===== config.mk =====
export PLATFORM = sky130hd
export DESIGN_NAME = hazard_ctrl_unit
export DESIGN_NICKNAME = d
export VERILOG_FILES = /design/src/rtl/mips_pkg.sv /design/src/rtl/hazard_ctrl_unit_mdu_timer.sv /design/src/rtl/hazard_ctrl_unit.sv
export SDC_FILE = /design/constraint.sdc
export NUM_CORES = 1
export LEC_CHECK = 0
export CORE_ASPECT_RATIO = 0.7
export CORE_UTILIZATION = 30
export DETAILED_ROUTE_END_ITERATION = 8
export SLEW_MARGIN = 5
export SYNTH_ARGS = -nofsm -noshare
export SYNTH_HDL_FRONTEND = slang
export SYNTH_SLANG_ARGS = --single-unit

===== constraint.sdc =====
create_clock -name i_clk -period 4.2 [get_ports i_clk]
set_input_delay 1.05 -clock i_clk [delete_from_list [all_inputs] [get_ports i_clk]]
set_output_delay 1.05 -clock i_clk [all_outputs]
set_load 0.02 [all_outputs]

===== src/rtl/mips_pkg.sv =====
// Shared definitions for the MIPS pipeline control blocks.
// Holds the hazard-controller FSM state encoding and the hard-wired zero register index.
package mips_pkg;

  localparam logic       HZ_RUN      = 1'b0;
  localparam logic       HZ_MDU_BUSY = 1'b1;
  localparam logic [4:0] REG_ZERO    = 5'd0;

  typedef enum logic {
    ST_RUN      = HZ_RUN,
    ST_MDU_BUSY = HZ_MDU_BUSY
  } hz_state_e;

endpackage


===== src/rtl/hazard_ctrl_unit_mdu_timer.sv =====
// MDU occupancy timer: holds busy for LATENCY-1 cycles after a MULT/DIV issues.
// A start request is only honoured while idle; reset drops any in-flight operation.
module hz_mdu_timer
  import mips_pkg::*;
#(
  parameter int LATENCY = 4
) (
  input  logic i_clk,
  input  logic i_reset,
  input  logic i_start,
  output logic o_busy
);

  localparam int            CW       = $clog2(LATENCY) + 1;
  localparam logic [CW-1:0] CNT_LOAD = CW'(LATENCY - 1);
  localparam logic [CW-1:0] CNT_ONE  = CW'(1);
  localparam logic [CW-1:0] CNT_ZERO = CW'(0);

  hz_state_e     state_q, state_d;
  logic [CW-1:0] cnt_q, cnt_d;

  // State and down-counter registers.
  always_ff @(posedge i_clk) begin
    state_q <= state_d;
    cnt_q   <= cnt_d;
  end

  // Next-state: load on issue, count down while busy, leave on the last busy cycle.
  always_comb begin
    state_d = state_q;
    cnt_d   = cnt_q;
    if (i_reset) begin
      state_d = ST_RUN;
      cnt_d   = CNT_ZERO;
    end else begin
      case (state_q)
        ST_RUN: begin
          if (i_start) begin
            state_d = ST_MDU_BUSY;
            cnt_d   = CNT_LOAD;
          end else begin
            state_d = ST_RUN;
          end
        end
        ST_MDU_BUSY: begin
          if (cnt_q == CNT_ONE) begin
            state_d = ST_RUN;
            cnt_d   = CNT_ZERO;
          end else begin
            cnt_d = cnt_q - CNT_ONE;
          end
        end
        default: begin
          state_d = ST_RUN;
          cnt_d   = CNT_ZERO;
        end
      endcase
    end
  end

  assign o_busy = (state_q == ST_MDU_BUSY);

endmodule


===== src/rtl/hazard_ctrl_unit.sv =====
// ID-stage hazard controller: load-use and HI/LO interlocks, taken-branch flush,
// pipeline enables and a saturating stall-cycle counter.
module hazard_ctrl_unit
  import mips_pkg::*;
#(
  parameter int MDU_LATENCY = 4,
  parameter int DELAY_SLOT  = 1,
  parameter int CNT_W       = 32
) (
  input  logic             i_clk,
  input  logic             i_reset,
  input  logic [4:0]       ID_rs,
  input  logic [4:0]       ID_rt,
  input  logic             ID_usesRs,
  input  logic             ID_usesRt,
  input  logic             ID_isMulDiv,
  input  logic             ID_readsHiLo,
  input  logic             ID_branchTaken,
  input  logic             EX_memRead,
  input  logic [4:0]       EX_rt,
  output logic             o_pcWrite,
  output logic             o_ifidWrite,
  output logic             o_ifidFlush,
  output logic             o_idexBubble,
  output logic             o_mduBusy,
  output logic [CNT_W-1:0] o_stallCount
);

  localparam logic [CNT_W-1:0] CNT_ONE  = CNT_W'(1);
  localparam logic [CNT_W-1:0] CNT_ZERO = CNT_W'(0);
  localparam logic [CNT_W-1:0] CNT_MAX  = {CNT_W{1'b1}};
  localparam logic             FLUSH_ON_TAKEN = (DELAY_SLOT == 0);

  logic             load_use_s;
  logic             mdu_haz_s;
  logic             stall_s;
  logic             mdu_busy_s;
  logic             mdu_start_s;
  logic [CNT_W-1:0] stall_cnt_q, stall_cnt_d;

  // Hazard detection; $zero is never a real dependency.
  always_comb begin
    load_use_s  = EX_memRead && (EX_rt != REG_ZERO) &&
                  ((ID_usesRs && (ID_rs == EX_rt)) || (ID_usesRt && (ID_rt == EX_rt)));
    mdu_haz_s   = mdu_busy_s && (ID_isMulDiv || ID_readsHiLo);
    stall_s     = load_use_s || mdu_haz_s;
    mdu_start_s = ID_isMulDiv && !stall_s && !i_reset;
  end

  hz_mdu_timer #(
    .LATENCY (MDU_LATENCY)
  ) u_mdu_timer (
    .i_clk   (i_clk),
    .i_reset (i_reset),
    .i_start (mdu_start_s),
    .o_busy  (mdu_busy_s)
  );

  // Pipeline controls; a stall suppresses the branch flush so the branch re-resolves later.
  always_comb begin
    o_pcWrite    = 1'b1;
    o_ifidWrite  = 1'b1;
    o_ifidFlush  = 1'b0;
    o_idexBubble = 1'b0;
    o_mduBusy    = mdu_busy_s;
    if (i_reset) begin
      o_pcWrite    = 1'b0;
      o_ifidWrite  = 1'b0;
      o_ifidFlush  = 1'b1;
      o_idexBubble = 1'b1;
      o_mduBusy    = 1'b0;
    end else if (stall_s) begin
      o_pcWrite    = 1'b0;
      o_ifidWrite  = 1'b0;
      o_idexBubble = 1'b1;
      o_ifidFlush  = 1'b0;
    end else begin
      o_ifidFlush = ID_branchTaken && FLUSH_ON_TAKEN;
    end
  end

  // Saturating stall counter next value.
  always_comb begin
    stall_cnt_d = stall_cnt_q;
    if (i_reset) begin
      stall_cnt_d = CNT_ZERO;
    end else if (stall_s && (stall_cnt_q != CNT_MAX)) begin
      stall_cnt_d = stall_cnt_q + CNT_ONE;
    end else begin
      stall_cnt_d = stall_cnt_q;
    end
  end

  // Stall counter register.
  always_ff @(posedge i_clk) begin
    stall_cnt_q <= stall_cnt_d;
  end

  assign o_stallCount = stall_cnt_q;

endmodule

# Word-level counts from Yosys, hierarchy flattened
# Cells that the tools add are included.
# word_totals
register_bits	36
latch_bits	0
ram_bits	0
rom_bits	0
in_bits	23
output_inout_bits	37
word_cells	37
n_memories	0
# classes
add_sub_neg	2
mul	0
div	0
magnitude_cmp	0
eq_ne	5
n_shift	0
mux	12
bitwise	1
reduce_logical	14
# ops
op	n
$add A32 B1 Y32 const B	1
$ne A32 B32 Y1 const B	1
$eq A5 B5 Y1	2
$logic_and A1 B1 Y1	8
$mux W1	8
$mux W3	2
$pmux W3 S2	1
$reduce_bool A5 Y1	1
$eq A3 B1 Y1 const B	1
$logic_or A1 B1 Y1	3
$sub A3 B1 Y3 const B	1
$logic_not A1 Y1	2
$ne A2 B2 Y1 const B	1
$pmux W1 S2	1
$not A1 Y1	1

# Logic depth before layout (Yosys ltp)
# Gate-level depths: netlist of the first run.
# logic_depth
depth_word	10
mapped_depth	9
ltp_nobuf	6

# Modules after synthesis
# A second synthesis of the first run with hierarchy kept.
# hier_totals
cells_unflattened	254
hier_area_um2	2098.3
# by_module_without_submodules
module	instances	cells_each	area_per_inst_um2
hazard_ctrl_unit	1	232	1891.8
hz_mdu_timer	1	22	206.4

# Worst setup path before layout of the first run
# OpenSTA, ideal clock, no wires.
# synth_path
kind	input to output
start	in EX_rt[1]
end	out o_pcWrite
arrival_time_ps	2703
path_slack_ps	447
path_stages	8
n_path_buf	2
cell_sequence	or4_1 o21ai_1 inv_1 a21boi_2 buf_4 nand2_1 inv_1 buf_4
# synth_between
elab_chain_len	7
# synth_lines
item	line_no	text
from (decl)	hazard_ctrl_unit.sv:20	input logic [4:0] EX_rt,
$eq A5 B5 Y1	hazard_ctrl_unit.sv:44	((ID_usesRs && (ID_rs == EX_rt)) || (ID_usesRt && (ID_rt == EX_rt)));
$logic_and A1 B1 Y1	hazard_ctrl_unit.sv:44	
$logic_or A1 B1 Y1	hazard_ctrl_unit.sv:44	
$logic_and A1 B1 Y1 (*)	hazard_ctrl_unit.sv:43	load_use_s = EX_memRead && (EX_rt != REG_ZERO) &&
$logic_or A1 B1 Y1 (*)	hazard_ctrl_unit.sv:46	stall_s = load_use_s || mdu_haz_s;
$mux W1 (*) (2 in series)	n/a	
to (decl)	hazard_ctrl_unit.sv:21	output logic o_pcWrite,
# Mark *: on every way between the ends. The rest lies on a longest branch, timed or not.

# Worst setup path in the final report of the first run
# layout_path
start	in EX_rt[1]
end	out o_ifidWrite
# layout_between
elab_chain_len	7
# layout_lines
item	line_no	text
$eq A5 B5 Y1	hazard_ctrl_unit.sv:44	
$logic_and A1 B1 Y1	hazard_ctrl_unit.sv:44	
$logic_or A1 B1 Y1	hazard_ctrl_unit.sv:44	
$logic_and A1 B1 Y1 (*)	hazard_ctrl_unit.sv:43	
$logic_or A1 B1 Y1 (*)	hazard_ctrl_unit.sv:46	
$mux W1 (*)	hazard_ctrl_unit.sv:72	end else if (stall_s) begin
$mux W1 (*)	hazard_ctrl_unit.sv:66	if (i_reset) begin
to (decl)	hazard_ctrl_unit.sv:22	output logic o_ifidWrite,
# Marked as above.

==> impl_results.md, run 1 <==
- Status: finished, final reports clean
- CTS max path bufs: 2
- Netlist cell types: 45
- Max-cap violations: 0
- Arrival time at the worst endpoint: 2.93 ns
- Slew headroom: 62.9%
- ANT cells: 0
- CTS tree: built
- Final core occ: 43.5%
- Vias in the first global route: 1747
- Top cell type's share of synthesized area: 35.4%
- Final GP Congestion: 0.725
- Total Power: 706 uW
- Seq/Total Area, Yosys: 35.4%
- Post-CTS resize count: 2
- # DRC: 0
- Reg-to-reg slack, setup: 1.85 ns
- Fmax: 0.251 GHz
- Placed Cells: 385
- Synth top area cells: dfxtp_1 35%, a21oi_1 6.4%, or4_1 5.5%
- Critical Path RT: 3.15 ns
- Worst min-delay path category: reg -> reg
- DR vias/cell: 4.98
- Net Count, Synth: 267
- Crit path kind: in -> out
- Cell taking the most area after synthesis: dfxtp_1
- Worst Skew: 0.00176 ns
- Vias: 1952
- Clk_lat worst skew: 0.28 ns
- Post-route ant nets: 0
- Cell Area, Synth: 2040 um2
- Clk root buf: clkbuf_8
- Least-Margin Pin Slew: 0.555 ns
- Worst setup EP type: output pin
- First-pass GRT wire length: 8.19 mm
- Drt wl/cell: 12.7 um
- Iteration-0 DRC Markers: 68
- Hold-fix buffers at CTS: 0
- Clk sinks: 36
- Setup TNS Final: 0 ns
- Syn avg cell area: 8.46 um2
- H-tree Lvls: 2
- Crit path launch type: primary input
- Top post-synthesis cells by count: 36 x dfxtp_1, 26 x a21oi_1, 19 x nand2_1, 15 x or4_1
- Final Max Tran Viols: 0
- Top FF cell, synth: dfxtp_1
- Yosys reg bits: 36
- CTS buffer count: 5
- Async set-reset flop share out of synthesis: 0%
- CP max FO: 2
- Die Y: 71.0 um
- DRT Wirelength: 4.98 mm
- Period utilization: 94.7%
- Final Net Count: 327
- Final setup vio count: 0
- Cells after synthesis: 241
- Most frequent cell after synthesis: dfxtp_1
- Starting Density: 31.9%
- Die ar.: 7130 um2
- Ports: 60
- Core area: 6400 um2
- Die W: 101 um
- VDD IR-drop max: 0.000103 V
- Fin crit period: 3.98 ns
- Initial antenna violation count: 0
- Power per cell area: 254 nW/um2
- Gr ovfl total: 0
- Clk pin slew, worst setup/hold paths: 0.07 ns
- Post-synth EDFFs: 0
- Final Hold Viols: 0
- Dpl hpwl: 3.67 mm
- # rows: 24
- Fraction of layout cells with a size suffix above 1: 9.30%
- Drt pass-1 iters: 4
- Total track usage: 14.6%
- RSZ-0062 raised after global routing: false
- Largest net degree at the start of global routing: 36
- Synth-to-layout area growth: 36.5%
- Port Buffers: 58
- Pleak: 0.877 nW
- Hold Slack: 0.509 ns
- Post-CTS Setup Bufs: 0
- Fin cells: 392
- Synth warn: 0
metrics by stage:
step                setup WS (ns)  area (um2)
CTS                        0.0462        2780
floorplan                   0.447        2040
global placement          -0.0456        2690
global route               0.0688        2780
detailed placement        -0.0760        2690
finish                      0.222        2780
cell type report:
type	count	area (um2)
Fill cell	645	3610
Inverter	8	30.0
Sequential cell	36	721
Clock buffer	7	96.3
Timing Repair Buffer	67	648
Tap cell	91	114
Multi-Input combinational cell	183	1170
final timing paths:
path | startpoint | end | depth (start not counted)
max | EX_rt[1] | o_ifidWrite | 8
min | o_stallCount[30] | o_stallCount[30] | 2
max reg2reg | o_stallCount[3] | o_stallCount[30] | 5
min reg2reg | o_stallCount[30] | o_stallCount[30] | 2
flip-flops by register name, indices dropped and copies added, names as in the netlist:
name	cells
o_stallCount	32
u_mdu_timer.cnt_q	3
u_mdu_timer.o_busy	1
worst max-delay path: stages:
cell	delay, ns
clkdlybuf4s50_1	0.42
or4_1	0.52
o21ai_1	0.21
inv_1	0.10
a21boi_2	0.16
nand2_1	0.09
inv_1	0.06
dlygate4sd2_1	0.32
layout by cell type (no fill, tap or decap), types with 5 or more instances in the layout:
cell type and count:
nor2_1 12, nand2_1 19, nand3_1 10, nor2b_1 5, nand4_1 11, inv_1 8, o21ai_0 14, dfxtp_1 36
o31ai_1 14, clkdlybuf4s50_1 55, xnor2_1 10, buf_4 9, or4_1 15, or3_1 12, a21oi_1 26, clkbuf_8 7
report_power, final:
part           internal, mW  switching (mW)  total, mW
Sequential            0.345         0.00384      0.349
Combinational        0.0462          0.0454     0.0915
Clock                 0.146           0.119      0.266
Total                 0.538           0.169      0.706
routing by layer:
| metal | routed length, um | up-vias | GRT usage, % |
|---|---|---|---|
| li1 | - | 1025 | - |
| met1 | 2570 | 884 | 20.2 |
| met2 | 2090 | 41 | 21.6 |
| met3 | 293 | 2 | 5.24 |
| met4 | 20 | 0 | 3.38 |
| met5 | 0 | - | 0 |
cell families (layout without fill, tap and decap cells):
group / Yosys count / count (layout) / share of synthesized area, %
buf+inv: 22 / 82 / 7.12
simple gates: 101 / 101 / 29.8
flops: 36 / 36 / 35.4
compound gates: 63 / 63 / 18.5
xor+xnor: 12 / 12 / 5.16
fa+ha+maj: 3 / 3 / 1.84
mux: 4 / 4 / 2.15
No activity file was read; power rests on OpenSTA's default activity.
==> run 2: changes to the inputs <==
Settings changed: GPL_TIMING_DRIVEN set to 0, SYNTH_HIERARCHICAL set to 1.
==> run 2 against run 1 <==
Effect of this change: combinational power grew 11%; worst hold slack lost 0.0081 ns; routed wire length grew 20%; via count grew 13%; flip-flop and latch count is the same; clock skew grew 0.0070 ns; sequential power is essentially flat; register-to-register slack lost 0.04 ns; power grew 1.1%; first-iteration DRC count grew 97%; largest power group unchanged; highest routed layer unchanged.
==> impl_results.md, run 2 <==
- Status: finished, final reports clean
- Part of the power in the clock network: 36.7% (-0.9 points)
- Top post-synthesis cells by count: 36 x dfxtp_1, 29 x a21oi_1, 24 x or4_1, 23 x o31ai_1, 14 x nand2_1
- Die ar.: 7340 um2 (+2.9%)
- Fraction of layout cells with a size suffix above 1: 9.03% (-0.27 points)
- CTS tree: built
- Netlist cell types: 42 (-6.7%)
- Total track usage: 17.7% (+3.1 points)
- Slew headroom: 65.5% (+2.6 points)
- CTS buffer count: 5 (unchanged)
- Largest net degree at the start of global routing: 12 (-67%)
- Vias: 2202 (+13%)
- Final Cell Area: 2900 um2 (+4.4%)
- Worst min-delay path category: reg -> reg
- Top FF cell, synth: dfxtp_1
- # rows: 25 (+4.2%)
- Cell Area, Synth: 2100 um2 (+2.9%)
- Power share of the combinational group: 14.2% (+1.2 points)
- RSZ-0062 raised after global routing: false
- Cells after synthesis: 254 (+5.4%)
- Final Max Tran Viols: 0 (unchanged)
- H-tree Lvls: 2 (unchanged)
- Net Switching: 186 uW (+10%)
- WHS Path Cells: 2 (unchanged)
- Fmax: 0.247 GHz (-1.9%)
- Async set-reset flop share out of synthesis: 0% (unchanged)
- Largest register FFs: 32 (unchanged)
- Post-synth EDFFs: 0 (unchanged)
- Total Power: 714 uW (+1.1%)
- Port Buffers: 58 (unchanged)
- Synth-to-layout area growth: 38.3%
- Fin crit period: 4.05 ns (+0.0767 ns)
- Drt wl/cell: 14.3 um (+13%)
- Worst setup EP type: output pin
- Net Count, Synth: 280 (+4.9%)
- Dpl hpwl: 4.40 mm (+20%)
- Arrival time at the worst endpoint: 3.00 ns (+0.07 ns)
- DRT Wirelength: 5.95 mm (+20%)
- Seq/Total Area, Yosys: 34.3% (-1.0 points)
- R2R cell count: 9 (+4)
- Iteration-0 DRC Markers: 134 (+97%)
- Crit path kind: in -> out
- Period utilization: 96.5% (+1.8 points)
- Die Y: 72.0 um (+1.4%)
- CTS max path bufs: 2 (unchanged)
- First-pass GRT wire length: 10.1 mm (+24%)
- Fill count: 687 (+6.5%)
- Pleak: 0.909 nW (+3.7%)
- Least-Margin Pin Slew: 0.517 ns (-0.0375 ns)
- Hold-fix buffers at CTS: 0 (unchanged)
- Yosys reg bits: 36 (unchanged)
- DP Worst Slack: -0.436 ns (-0.360 ns)
- Post-route ant nets: 0 (unchanged)
- CP max FO: 4 (+2)
- Starting Density: 31.1% (-0.81 points)
- Clk_lat worst skew: 0.29 ns (about the same)
- Power per cell area: 246 nW/um2 (-3.2%)
- Clk root buf: clkbuf_8
- Placement Cell Area: 2800 um2 (+4.1%)
- Switching Fraction: 26.0% (+2.1 points)
- Vias in the first global route: 2001 (+15%)
- Cell taking the most area after synthesis: dfxtp_1
- Final setup vio count: 0 (unchanged)
- Commonest cells after routing, fill and taps aside: 55 x clkdlybuf4s50_1, 36 x dfxtp_1, 29 x a21oi_1, 24 x or4_1, 23 x o31ai_1
- Setup TNS Final: 0 ns (unchanged)
- Die W: 102 um (+1.4%)
- Final GP Congestion: 0.767 (+5.8%)
- Gr ovfl total: 0 (unchanged)
- Synth warn: 6 (+6)
- Final Net Count: 346 (+5.8%)
- Core area: 6760 um2 (+5.6%)
- Seq pwr share: 49.0% (-0.5 points)
- Max-cap violations: 0 (unchanged)
- Worst Skew: 0.00879 ns (+0.00703 ns)
- Int Power: 528 uW (-1.8%)
- VDD IR-drop max: 0.000186 V (+81%)
- Final Hold Viols: 0 (unchanged)
- Worst Setup Slack, final: 0.145 ns (-0.0767 ns)
- Syn avg cell area: 8.26 um2 (-2.3%)
- Top cell type's share of synthesized area: 34.3% (-1.0 points)
- Clk pin slew, worst setup/hold paths: 0.07 ns (about the same)
- Drt pass-1 iters: 4 (unchanged)
- Ports: 60 (unchanged)
- Most common cell after layout, fill and taps aside: clkdlybuf4s50_1
- Synth top area cells: dfxtp_1 34%, or4_1 8.6%, o31ai_1 8.2%
- Critical Path RT: 3.15 ns (about the same)
- ANT cells: 0 (unchanged)
- Clk sinks: 36 (unchanged)
- Crit path launch type: primary input
- DR vias/cell: 5.31 (+6.6%)
- Most frequent cell after synthesis: dfxtp_1
- # DRC: 0 (unchanged)
- Initial antenna violation count: 0 (unchanged)
run 2: changes by cell type in the layout (fill, tap and decap cells not counted), sizes merged, moves of 3 or more:
cell / previous run / this run
or4: 15 / 24
and2: 1 / 5
a21oi: 26 / 29
clkbuf: 7 / 17
o21ai: 15 / 6
and3: 1 / 5
inv: 8 / 5
or3: 14 / 4
and4: 1 / 4
nand2: 20 / 14
xnor2: 10 / 2
o31ai: 14 / 23
xor2: 2 / 8
run 2: routing by layer:
metal / wire length [um] / track usage [%] / vias to the layer above
li1: - / - / 1113
met1: 3080 / 27.2 / 1012
met2: 2410 / 24.5 / 71
met3: 394 / 4.24 / 6
met4: 57 / 4.29 / 0
met5: 0 / 0 / -
run 2: worst paths after layout:
check,start,endpoint,slack (ns)
max,EX_rt[1],o_pcWrite,0.15
min,o_stallCount[10],o_stallCount[10],0.50
min reg2reg,o_stallCount[10],o_stallCount[10],0.50
max reg2reg,o_stallCount[0],o_stallCount[1],1.81
run 2: logic make-up after synthesis:
kind of cell / share of synthesized area (%)
buffers and inverters: 5.78
AO/OA/AOI/OAI: 20.1
AND/OR/NAND/NOR: 31.2
XOR/XNOR: 4.17
multiplexers: 2.62
adder cells (fa/ha/maj): 1.79
flip-flops: 34.3
run 2: final cells by class:
| class | count | area, um2 | area share, % |
|---|---|---|---|
| well taps | 94 | 118 | 4.05 |
| inverters | 5 | 18.8 | 0.647 |
| clock inverters | 1 | 7.51 | 0.259 |
| plain buffers | 19 | 105 | 3.62 |
| flip-flops and latches | 36 | 721 | 24.8 |
| clock buffers | 7 | 86.3 | 2.97 |
| multi-input cells | 194 | 1260 | 43.5 |
| repair buffers | 59 | 584 | 20.1 |
run 2: what timing repair did:
| item | in CTS | in global routing |
|---|---|---|
| endpoints found under the setup margin | 4 | 1 |
| gates resized for setup | 8 | 2 |
| buffers inserted | 1 | 0 |
| pin swaps | 2 | 0 |
run 2: stage by stage:
step	cells	hold WS [ns]	util, %
final	415	0.501	43.0
after global routing	415	0.539	43.0
after CTS	415	0.498	42.9
after detailed placement	406	0.486	41.4
after global placement	406	0.482	41.4
after floorplan	254	0.456	-
run 2: power by group through the flow:
stage	Combinational [mW]	Clock (mW)	Sequential, mW
after detailed placement	0.101	0	0.358
final	0.102	0.262	0.350
after global routing	0.112	0.289	0.350
after CTS	0.102	0.271	0.350
after floorplan	0.0545	0	0.358
after global placement	0.101	0	0.358
run 2: critical path, stage by stage:
cell and delay (ns):
clkdlybuf4s50_1 0.47, or4_1 0.57, o21ai_1 0.21, o21ai_2 0.09, nor2_2 0.17, buf_4 0.12
dlygate4sd2_1 0.32
